**src/rtl/crtc_modes_pkg.sv**
```systemverilog
// Shared definitions for the CRTC mode sequencer: mode encodings, sequencer
// states and the per-mode R0..R11 register table (R12..R15 load as 00).
package crtc_modes_pkg;

  localparam logic [1:0] MODE_CGA40  = 2'd0;
  localparam logic [1:0] MODE_CGA80  = 2'd1;
  localparam logic [1:0] MODE_CGAGFX = 2'd2;
  localparam logic [1:0] MODE_MDA    = 2'd3;

  typedef enum logic [2:0] {
    ST_IDLE,
    ST_IDX,
    ST_DATA,
    ST_GAP,
    ST_RESTORE
  } seq_state_t;

  localparam int unsigned TABLE_REGS = 12;

  localparam logic [7:0] MODE_TABLE [4][TABLE_REGS] = '{
    '{8'h38, 8'h28, 8'h2D, 8'h0A, 8'h1F, 8'h06, 8'h19, 8'h1C, 8'h02, 8'h07, 8'h06, 8'h07},
    '{8'h71, 8'h50, 8'h5A, 8'h0A, 8'h1F, 8'h06, 8'h19, 8'h1C, 8'h02, 8'h07, 8'h06, 8'h07},
    '{8'h38, 8'h28, 8'h2D, 8'h0A, 8'h7F, 8'h06, 8'h64, 8'h70, 8'h02, 8'h01, 8'h06, 8'h07},
    '{8'h61, 8'h50, 8'h52, 8'h0F, 8'h19, 8'h06, 8'h19, 8'h19, 8'h02, 8'h0D, 8'h0B, 8'h0C}
  };

endpackage

```
**src/rtl/crtc_mode_rom.sv**
```systemverilog
// Combinational (mode, register index) -> CRTC register value lookup.
module crtc_mode_rom
  import crtc_modes_pkg::*;
(
  input  logic [1:0] i_mode,
  input  logic [3:0] i_idx,
  output logic [7:0] o_data
);

  always_comb begin
    o_data = '0;
    if (i_idx < 4'(TABLE_REGS))
      o_data = MODE_TABLE[i_mode][i_idx];
  end

endmodule

```
**src/rtl/crtc_mode_sequencer.sv**
```systemverilog
// Arbitrates the UM6845R register port between the CPU and a mode-table loader;
// the CPU always wins and the loader re-issues an index write it may have lost.
module crtc_mode_sequencer
  import crtc_modes_pkg::*;
#(
  parameter int unsigned NUM_REGS      = 16,
  parameter int unsigned GAP_CYCLES    = 0,
  parameter int unsigned AUTOLOAD_EN   = 1,
  parameter int unsigned AUTOLOAD_MODE = 1
) (
  input  logic       CLOCK,
  input  logic       nRESET,
  input  logic       cpu_en,
  input  logic       cpu_ncs,
  input  logic       cpu_rnw,
  input  logic       cpu_rs,
  input  logic [7:0] cpu_di,
  output logic [7:0] cpu_do,
  input  logic       load_req,
  input  logic [1:0] mode_sel,
  output logic       load_busy,
  output logic       load_done,
  output logic       crtc_enable,
  output logic       crtc_ncs,
  output logic       crtc_rnw,
  output logic       crtc_rs,
  output logic [7:0] crtc_di,
  input  logic [7:0] crtc_do
);

  localparam logic [3:0] CNT_LAST  = 4'(NUM_REGS - 1);
  localparam logic [3:0] GAP_LAST  = (GAP_CYCLES > 0) ? 4'(GAP_CYCLES - 1) : 4'd0;
  localparam logic [1:0] AUTO_MODE = 2'(AUTOLOAD_MODE);

  seq_state_t r_state, w_state_nxt;
  logic [3:0] r_cnt, w_cnt_nxt;
  logic [3:0] r_gap, w_gap_nxt;
  logic [1:0] r_mode, w_mode_nxt;
  logic [4:0] r_shadow, w_shadow_nxt;
  logic       r_auto;
  logic       r_done, w_done_nxt;

  logic       r_ld_en, r_ld_ncs, r_ld_rnw, r_ld_rs;
  logic [7:0] r_ld_di;
  logic       w_ld_en, w_ld_ncs, w_ld_rnw, w_ld_rs;
  logic [7:0] w_ld_di;
  logic [7:0] w_rom;

  logic w_grant;
  logic w_req;

  assign w_grant = cpu_en & ~cpu_ncs;
  assign w_req   = load_req | r_auto;

  always_comb begin
    w_state_nxt  = r_state;
    w_cnt_nxt    = r_cnt;
    w_gap_nxt    = r_gap;
    w_mode_nxt   = r_mode;
    w_shadow_nxt = r_shadow;
    w_done_nxt   = 1'b0;
    if (w_grant && !cpu_rnw && !cpu_rs)
      w_shadow_nxt = cpu_di[4:0];
    if (w_req) begin
      w_state_nxt = ST_IDX;
      w_cnt_nxt   = '0;
      w_gap_nxt   = '0;
      w_mode_nxt  = load_req ? mode_sel : AUTO_MODE;
    end else if (w_grant) begin
      // CPU may have moved the index register: redo the index write first
      if (r_state == ST_DATA)
        w_state_nxt = ST_IDX;
    end else begin
      case (r_state)
        ST_IDX: w_state_nxt = ST_DATA;
        ST_DATA: begin
          if (r_cnt == CNT_LAST) begin
            w_state_nxt = ST_RESTORE;
          end else begin
            w_cnt_nxt   = r_cnt + 4'd1;
            w_gap_nxt   = '0;
            w_state_nxt = (GAP_CYCLES == 0) ? ST_IDX : ST_GAP;
          end
        end
        ST_GAP: begin
          if (r_gap == GAP_LAST)
            w_state_nxt = ST_IDX;
          else
            w_gap_nxt = r_gap + 4'd1;
        end
        ST_RESTORE: begin
          w_state_nxt = ST_IDLE;
          w_done_nxt  = 1'b1;
        end
        default: w_state_nxt = ST_IDLE;
      endcase
    end
  end

  crtc_mode_rom u_rom (
    .i_mode (w_mode_nxt),
    .i_idx  (w_cnt_nxt),
    .o_data (w_rom)
  );

  // Loader bus drive is decoded from the next state so it can be registered
  always_comb begin
    w_ld_en  = 1'b0;
    w_ld_ncs = 1'b1;
    w_ld_rnw = 1'b1;
    w_ld_rs  = 1'b0;
    w_ld_di  = '0;
    case (w_state_nxt)
      ST_IDX: begin
        w_ld_en = 1'b1; w_ld_ncs = 1'b0; w_ld_rnw = 1'b0;
        w_ld_di = {4'd0, w_cnt_nxt};
      end
      ST_DATA: begin
        w_ld_en = 1'b1; w_ld_ncs = 1'b0; w_ld_rnw = 1'b0; w_ld_rs = 1'b1;
        w_ld_di = w_rom;
      end
      ST_RESTORE: begin
        w_ld_en = 1'b1; w_ld_ncs = 1'b0; w_ld_rnw = 1'b0;
        w_ld_di = {3'd0, w_shadow_nxt};
      end
      default: ;
    endcase
  end

  always_ff @(posedge CLOCK) begin
    if (!nRESET) begin
      r_state  <= ST_IDLE;
      r_cnt    <= '0;
      r_gap    <= '0;
      r_mode   <= '0;
      r_shadow <= '0;
      r_auto   <= (AUTOLOAD_EN != 0);
      r_done   <= 1'b0;
      r_ld_en  <= 1'b0;
      r_ld_ncs <= 1'b1;
      r_ld_rnw <= 1'b1;
      r_ld_rs  <= 1'b0;
      r_ld_di  <= '0;
    end else begin
      r_state  <= w_state_nxt;
      r_cnt    <= w_cnt_nxt;
      r_gap    <= w_gap_nxt;
      r_mode   <= w_mode_nxt;
      r_shadow <= w_shadow_nxt;
      r_auto   <= 1'b0;
      r_done   <= w_done_nxt;
      r_ld_en  <= w_ld_en;
      r_ld_ncs <= w_ld_ncs;
      r_ld_rnw <= w_ld_rnw;
      r_ld_rs  <= w_ld_rs;
      r_ld_di  <= w_ld_di;
    end
  end

  assign crtc_enable = w_grant ? cpu_en  : r_ld_en;
  assign crtc_ncs    = w_grant ? cpu_ncs : r_ld_ncs;
  assign crtc_rnw    = w_grant ? cpu_rnw : r_ld_rnw;
  assign crtc_rs     = w_grant ? cpu_rs  : r_ld_rs;
  assign crtc_di     = w_grant ? cpu_di  : r_ld_di;
  assign cpu_do      = crtc_do;
  assign load_busy   = (r_state != ST_IDLE);
  assign load_done   = r_done;

endmodule
```
**config.mk**
```make
export PLATFORM = sky130hd
export DESIGN_NAME = crtc_mode_sequencer
export DESIGN_NICKNAME = d
export VERILOG_FILES = /design/src/rtl/crtc_modes_pkg.sv /design/src/rtl/crtc_mode_rom.sv /design/src/rtl/crtc_mode_sequencer.sv
export SDC_FILE = /design/constraint.sdc
export NUM_CORES = 1
export LEC_CHECK = 0
export ABC_AREA = 1
export BUFFER_PORTS_ARGS = -buffer_cell sky130_fd_sc_hd__buf_4
export CORE_UTILIZATION = 25
export CTS_CLUSTER_DIAMETER = 30
export DETAILED_ROUTE_END_ITERATION = 6
export SETUP_SLACK_MARGIN = 0.4
export SLEW_MARGIN = 5
export SYNTH_ARGS = -nofsm -noshare
export SYNTH_HDL_FRONTEND = slang
export SYNTH_SLANG_ARGS = --single-unit
```
**constraint.sdc**
```tcl
create_clock -name CLOCK -period 2 [get_ports CLOCK]
set_clock_uncertainty 0.15 [all_clocks]
set_input_delay 0.1 -clock CLOCK [delete_from_list [all_inputs] [get_ports CLOCK]]
set_output_delay 0.1 -clock CLOCK [all_outputs]
set_load 0.005 [all_outputs]
```
Word-level counts from Yosys, hierarchy flattened
Cells that the tools add are included.
Cells by class
  equal/unequal tests: 10
  $lt $le $gt $ge: 3
  reductions and logical operators: 11
  mux-type cells: 34
  bitwise logic cells: 7
  add/sub/neg operators: 2
Operator list (number)
  $bmux 96 s2: 1
  $mux 96: 2
  $bmux 8 s4: 1
  $mux 8: 4
  $mux 4: 6
  $pmux 8 s3: 1
  $mux 3: 5
  $eq 3x2->1 const B: 3
  $mux 1: 9
  $pmux 3 s3: 1
  $add 4x1->4 const B: 2
  $pmux 4 s2: 1
  $eq 3x1->1 const B: 2
  $eq 3x3->1 const B: 2
  $reduce_or 3->1: 2
  $ge 5x5->1 const B: 1
  $mux 5: 1
  $not 4->5: 1
  $eq 4x4->1 const B: 1
  $logic_not 4->1: 1
  $lt 4x4->1 const B: 1
  $mux 2: 2
  $ne 2x2->1 const B: 2
  $reduce_and 4->1: 1
  other kinds (10): 14
Word-level totals
  input port bits: 25
  flip-flop bits (word level): 31
  logic and storage cells: 78
  output and inout bits: 22

Logic depth before layout (Yosys ltp)
  depth after elaboration: 11
  gate-level depth with buffers: 15
  gate-level depth less buffers: 14

Modules after synthesis
From an unflattened synthesis, not the netlist that was laid out.
Unflattened totals
  cells, all modules: 331
  area total of the unflattened synthesis: 2130.8 um^2
By module, submodules not included
  crtc_mode_sequencer: area an instance 1815.5 um^2, cells an instance 261, sequential area each 620.6 um^2, instances 1
  crtc_mode_rom: area an instance 315.3 um^2, cells an instance 70, sequential area each 0.0 um^2, instances 1

Worst setup path after synthesis
Ideal clock, no wire load.
  kind: register -> register
  start: register r_cnt[0]
  end: register r_gap[3]
  slack: 0.148 ns
  required time: 1.735 ns
  cell stages (with the launch flop): 10
  arrival time: 1.588 ns
  path buffers: 0
  setup time: 0.115 ns
  period minus slack after synthesis: 1.852 ns
  path through: dfxtp_1 ha_1 nand3_1 inv_1 a21oi_2 inv_1 nor3_2 nand4_1 xnor2_1 and2_1
Between the ends
  word-level cells in the longest chain between the ends: 3
RTL lines
  start: declaration: RTL line crtc_mode_sequencer.sv:36  | logic [3:0] r_cnt, w_cnt_nxt;
  start signal: assignment: RTL line crtc_mode_sequencer.sv:146  | r_cnt <= w_cnt_nxt;
  $eq 4x4->1: RTL line crtc_mode_sequencer.sv:77  | if (r_cnt == CNT_LAST) begin
  $ne 2x2->1 (no source line)
  $reduce_and 4->1 (no source line)
  end signal: assignment: RTL line crtc_mode_sequencer.sv:147  | r_gap <= w_gap_nxt;
  end: declaration: RTL line crtc_mode_sequencer.sv:37  | logic [3:0] r_gap, w_gap_nxt;
Every way passes these cells.
A chain may end at the register's enable or synchronous reset.

Worst setup path in the final report
  start: register r_state[2]
  end: register r_ld_di[1]
Between the ends
  word-level cells in the longest chain between the ends: 10
  elaborated cells on any way between the ends: 21
  classes of those cells: order compare: 1; eq/ne: 6; mux: 13; bitwise: 1
RTL lines
  start: declaration: RTL line crtc_mode_sequencer.sv:35  | seq_state_t r_state, w_state_nxt;
  start signal: assignment: RTL line crtc_mode_sequencer.sv:145  | r_state <= w_state_nxt;
  $eq 3x2->1: RTL line crtc_mode_sequencer.sv:71, crtc_mode_sequencer.sv:74
  $mux 4: RTL line crtc_mode_sequencer.sv:74  | case (r_state)
  $mux 4: RTL line crtc_mode_sequencer.sv:69  | end else if (w_grant) begin
  $mux 4: RTL line crtc_mode_sequencer.sv:64  | if (w_req) begin
  $not 4->5 (implied by the code): RTL line crtc_mode_rom.sv:13  | o_data = MODE_TABLE[i_mode][i_idx];
  $bmux 8 s4: RTL line crtc_mode_rom.sv:13
  $mux 8 (implied by the code) (2 in series): RTL line crtc_mode_rom.sv:13
  $mux 8: RTL line crtc_mode_rom.sv:12  | if (i_idx < 4'(TABLE_REGS))
  $pmux 8 s3 (*): RTL line crtc_mode_sequencer.sv:113  | case (w_state_nxt)
  end signal: assignment: RTL line crtc_mode_sequencer.sv:156  | r_ld_di <= w_ld_di;
  end: declaration: RTL line crtc_mode_sequencer.sv:44  | logic [7:0] r_ld_di;
Every way passes the cells marked *; elsewhere a longest branch is shown, timed or not. The select of a mux whose other input is x is not followed.

==> out/qor.yml <==
antenna_cells: 0
period_minus_slack_ns: 1.90
fin_crit_sh_pct: 95.1
worstHoldStart: "crtc_do[2]"
routedWlPerCell_um: 12.2
cp_top_family: "simple AND/OR/NAND/NOR gates"
p_per_area_mw_per_mm2: 467
die_x_um: 89.7
clock_sinks: 30
clock.fmax_mhz: 526
dp_hpwl_um: 3570
cp_slowest_stage_delay_ns: 0.32
num_rows: 31
share_comb_of_total_power_pct: 18.2
finalNonFillerCells: 450
dieArea_mm2: 0.00804
crit_top_cell: "nand3_4"
fp.coreArea_mm2: 0.00733
top_level_ports: 47
drc: 0
synthMuxAreaShare_pct: 2.61
num_vias: 2030
synth_adder_area_share_pct: 1.95
syn_to_final_growth_pct: 55.9
gp_congestion: 0.815
slew_headroom_pct: 69.0
criticalPathCategory: "reg -> reg"
worst_pin_slew_ns: 0.465
worstPathRequired_ns: 2.04
regArea_um2: 612
p_clk_share_pct: 37.6
leakage_uw: 0.00136
overflow: 0
cp_cell_sequence: "inv_2 > nand2_4 > nor2_8 > nand4_1 > buf_4 > nand3_4 > nand2_1 > nand3_4 > o31ai_2 > a21oi_2 > nor2_1"
dp.cells: 410
hold_class: "in -> out"
tritoncts: "done"
drive_gt1_share_pct: 47.9
report.final.slew_viol_count: 0
synth_cell_type_count: 36
final_hold_viol_count: 0
cp-start-kind: "register"
cp-end-kind: "register"
synth_area_mm2: 0.00192
setup_viol: 0
timing.rr.start: "r_state[2]$_SDFF_PN0_"
synth_seq_cells: 30
path_clk_slew_ns: 0.07
status: "completed"
grtUsageTotal_pct: 14.9
power.internal_uw: 1000
h-tree-depth: 2
swShare_pct: 28.3
cap_viol_max_count: 0
startpoint: "r_state[2]$_SDFF_PN0_"
nNetsFinal: 378
multiInputGateArea_mm2: 0.00140
dr.pass1.iters: 4
antenna_left: 0
yosys.area_share.simple_pct: 39.0
synth_top_family_by_area: "simple AND/OR/NAND/NOR gates"
viasPerCell: 4.51
crit_path_max_fanout: 7
crit_arrival_ns: 1.94
root_buffer: "clkbuf_8"
synth_nets: 311
antenna_found_initial: 0
avgSynthCellArea_um2: 6.79
yosysWarnings: 0
clock_latency_ns: 0.29
grt_setup_unrepaired: "yes"
wirelength_um: 5500
grt_pass1_vias: 1939
grt_pass1_wl_um: 8970
seqPwrFrac_pct: 44.2
grt_max_degree: 14
cts_buffers: 5
first_iter_violations: 89
vdd_drop_max_mv: 0.189
start_util_pct: 26.2
synth-compound-area-share_pct: 10.4
crit_slowest_cell: "dfxtp_2"
synth_xor_area_share_pct: 0.912
path_buf_inv: 2
die_h_um: 89.7
setup_slack_ns: 0.0979
syn_inst: 283
fillers: 742
fin_setup_tns_ns: 0
p_sw_uw: 395
ys_seq_area_share_pct: 31.3
portBuffers: 30
clk_path_buf_depth: 2
place_ws_ns: 0.00724
[state kept, by name (all words and copies together), names as in the netlist]
name and count:
r_ld_di 7, r_auto 1, load_done 1, r_ld_rs 1
r_ld_en 1, r_shadow 5, r_mode 2, r_gap 4
r_cnt 4, r_state 3, r_ld_rnw 1
[logic make-up (layout without fill, tap and decap cells)]
logic type      after synthesis  after routing
compound gates               31             31
buf+inv                      57            123
simple gates                155            157
flops                        30             30
xor+xnor                      2              2
mux                           5              5
fa+ha+maj                     3              3
[path summary, 6_finish.rpt]
check	end	slack [ns]	cells after the start
max reg2reg	r_ld_di[1]$_SDFF_PN0_	0.1	11
max	r_ld_di[1]$_SDFF_PN0_	0.1	11
min reg2reg	r_gap[1]$_SDFFE_PP0P_	0.35	2
min	cpu_do[2]	0.05	0
[cell usage after synthesis, drive strengths merged]
master | instances | area share (%)
and2 | 1 | 0.33
inv | 41 | 8.0
mux2i | 5 | 2.6
nand2 | 77 | 16
xnor2 | 2 | 0.91
nand4 | 5 | 1.6
a211oi | 1 | 0.39
o21ai | 6 | 1.6
or2 | 2 | 0.65
clkbuf | 3 | 0.59
nand3 | 30 | 10
o211ai | 2 | 0.78
dfxtp | 30 | 31
o31ai | 2 | 0.78
nor2 | 38 | 9.4
buf | 13 | 5.3
ha | 3 | 2.0
a31oi | 2 | 0.98
a21oi | 16 | 5.0
nor3 | 2 | 0.78
o22a | 2 | 0.91
[per-layer routing]
metal	vias to the layer above	track usage, %	part of all wire [%]
li1	1033	-	-
met1	919	17.0	42
met2	59	25.4	50
met3	19	3.47	4.9
met4	0	8.51	3.2
met5	-	0	0
[area by class of cell]
type / instances / share of cell area [%]
sequential: 30 / 20.4
inverter: 41 / 5.47
multi-input combinational: 198 / 46.6
tap: 99 / 4.14
clock inverter: 1 / 0.167
timing repair buffer: 74 / 20.3
clock buffer: 7 / 2.88
[layout by cell type (no fill, tap or decap), types with 2 or more instances in the layout]
cell,Yosys,routed
o211ai_1,2,2
o21ai_0,5,3
mux2i_1,5,5
nand4_1,5,5
nand2_4,1,7
clkbuf_8,0,6
nor2_4,1,7
dfxtp_2,0,6
nand3_2,6,8
buf_4,10,58
nor2_1,30,24
o22a_1,2,2
nand2_1,71,61
a21oi_4,0,2
o31ai_2,0,2
buf_6,2,10
nand2_2,5,9
a21oi_2,4,8
nand3_1,23,15
nor2_2,6,6
dlygate4sd3_1,0,6
ha_4,0,2
o21ai_2,0,2
xnor2_1,2,2
nor3_4,0,2
a21oi_1,12,6
dfxtp_1,30,23
inv_4,0,2
inv_2,6,14
inv_1,35,24
nand3_4,1,9
[what timing repair did]
action                     in CTS  in global routing
hold buffers                    6                  0
setup buffers                  19                  5
gates resized for setup        52                 30
gates cloned                    2                  0
setup endpoints to repair      14                 17
hold endpoints to repair        6                  0
pin swaps                      15                 20
[power groups by stage]
stage | clock network, µW | registers [µW] | logic, µW
floorplan | 0 | 631 | 129
global placement | 0 | 632 | 198
detailed placement | 0 | 632 | 199
CTS | 532 | 618 | 236
global route | 559 | 620 | 282
finish | 526 | 618 | 255
[through the flow]
stage,power (µW),util [%],hold WS (ns),instance area (µm²)
floorplan,760,-,0.0476,1990
global placement,830,31.7,0.0500,2330
detailed placement,831,31.7,0.0500,2330
CTS,1390,38.8,0.0500,2840
global route,1460,40.8,0.0500,2990
finish,1400,40.8,0.0500,2990
(Power assumes the default switching activity.)
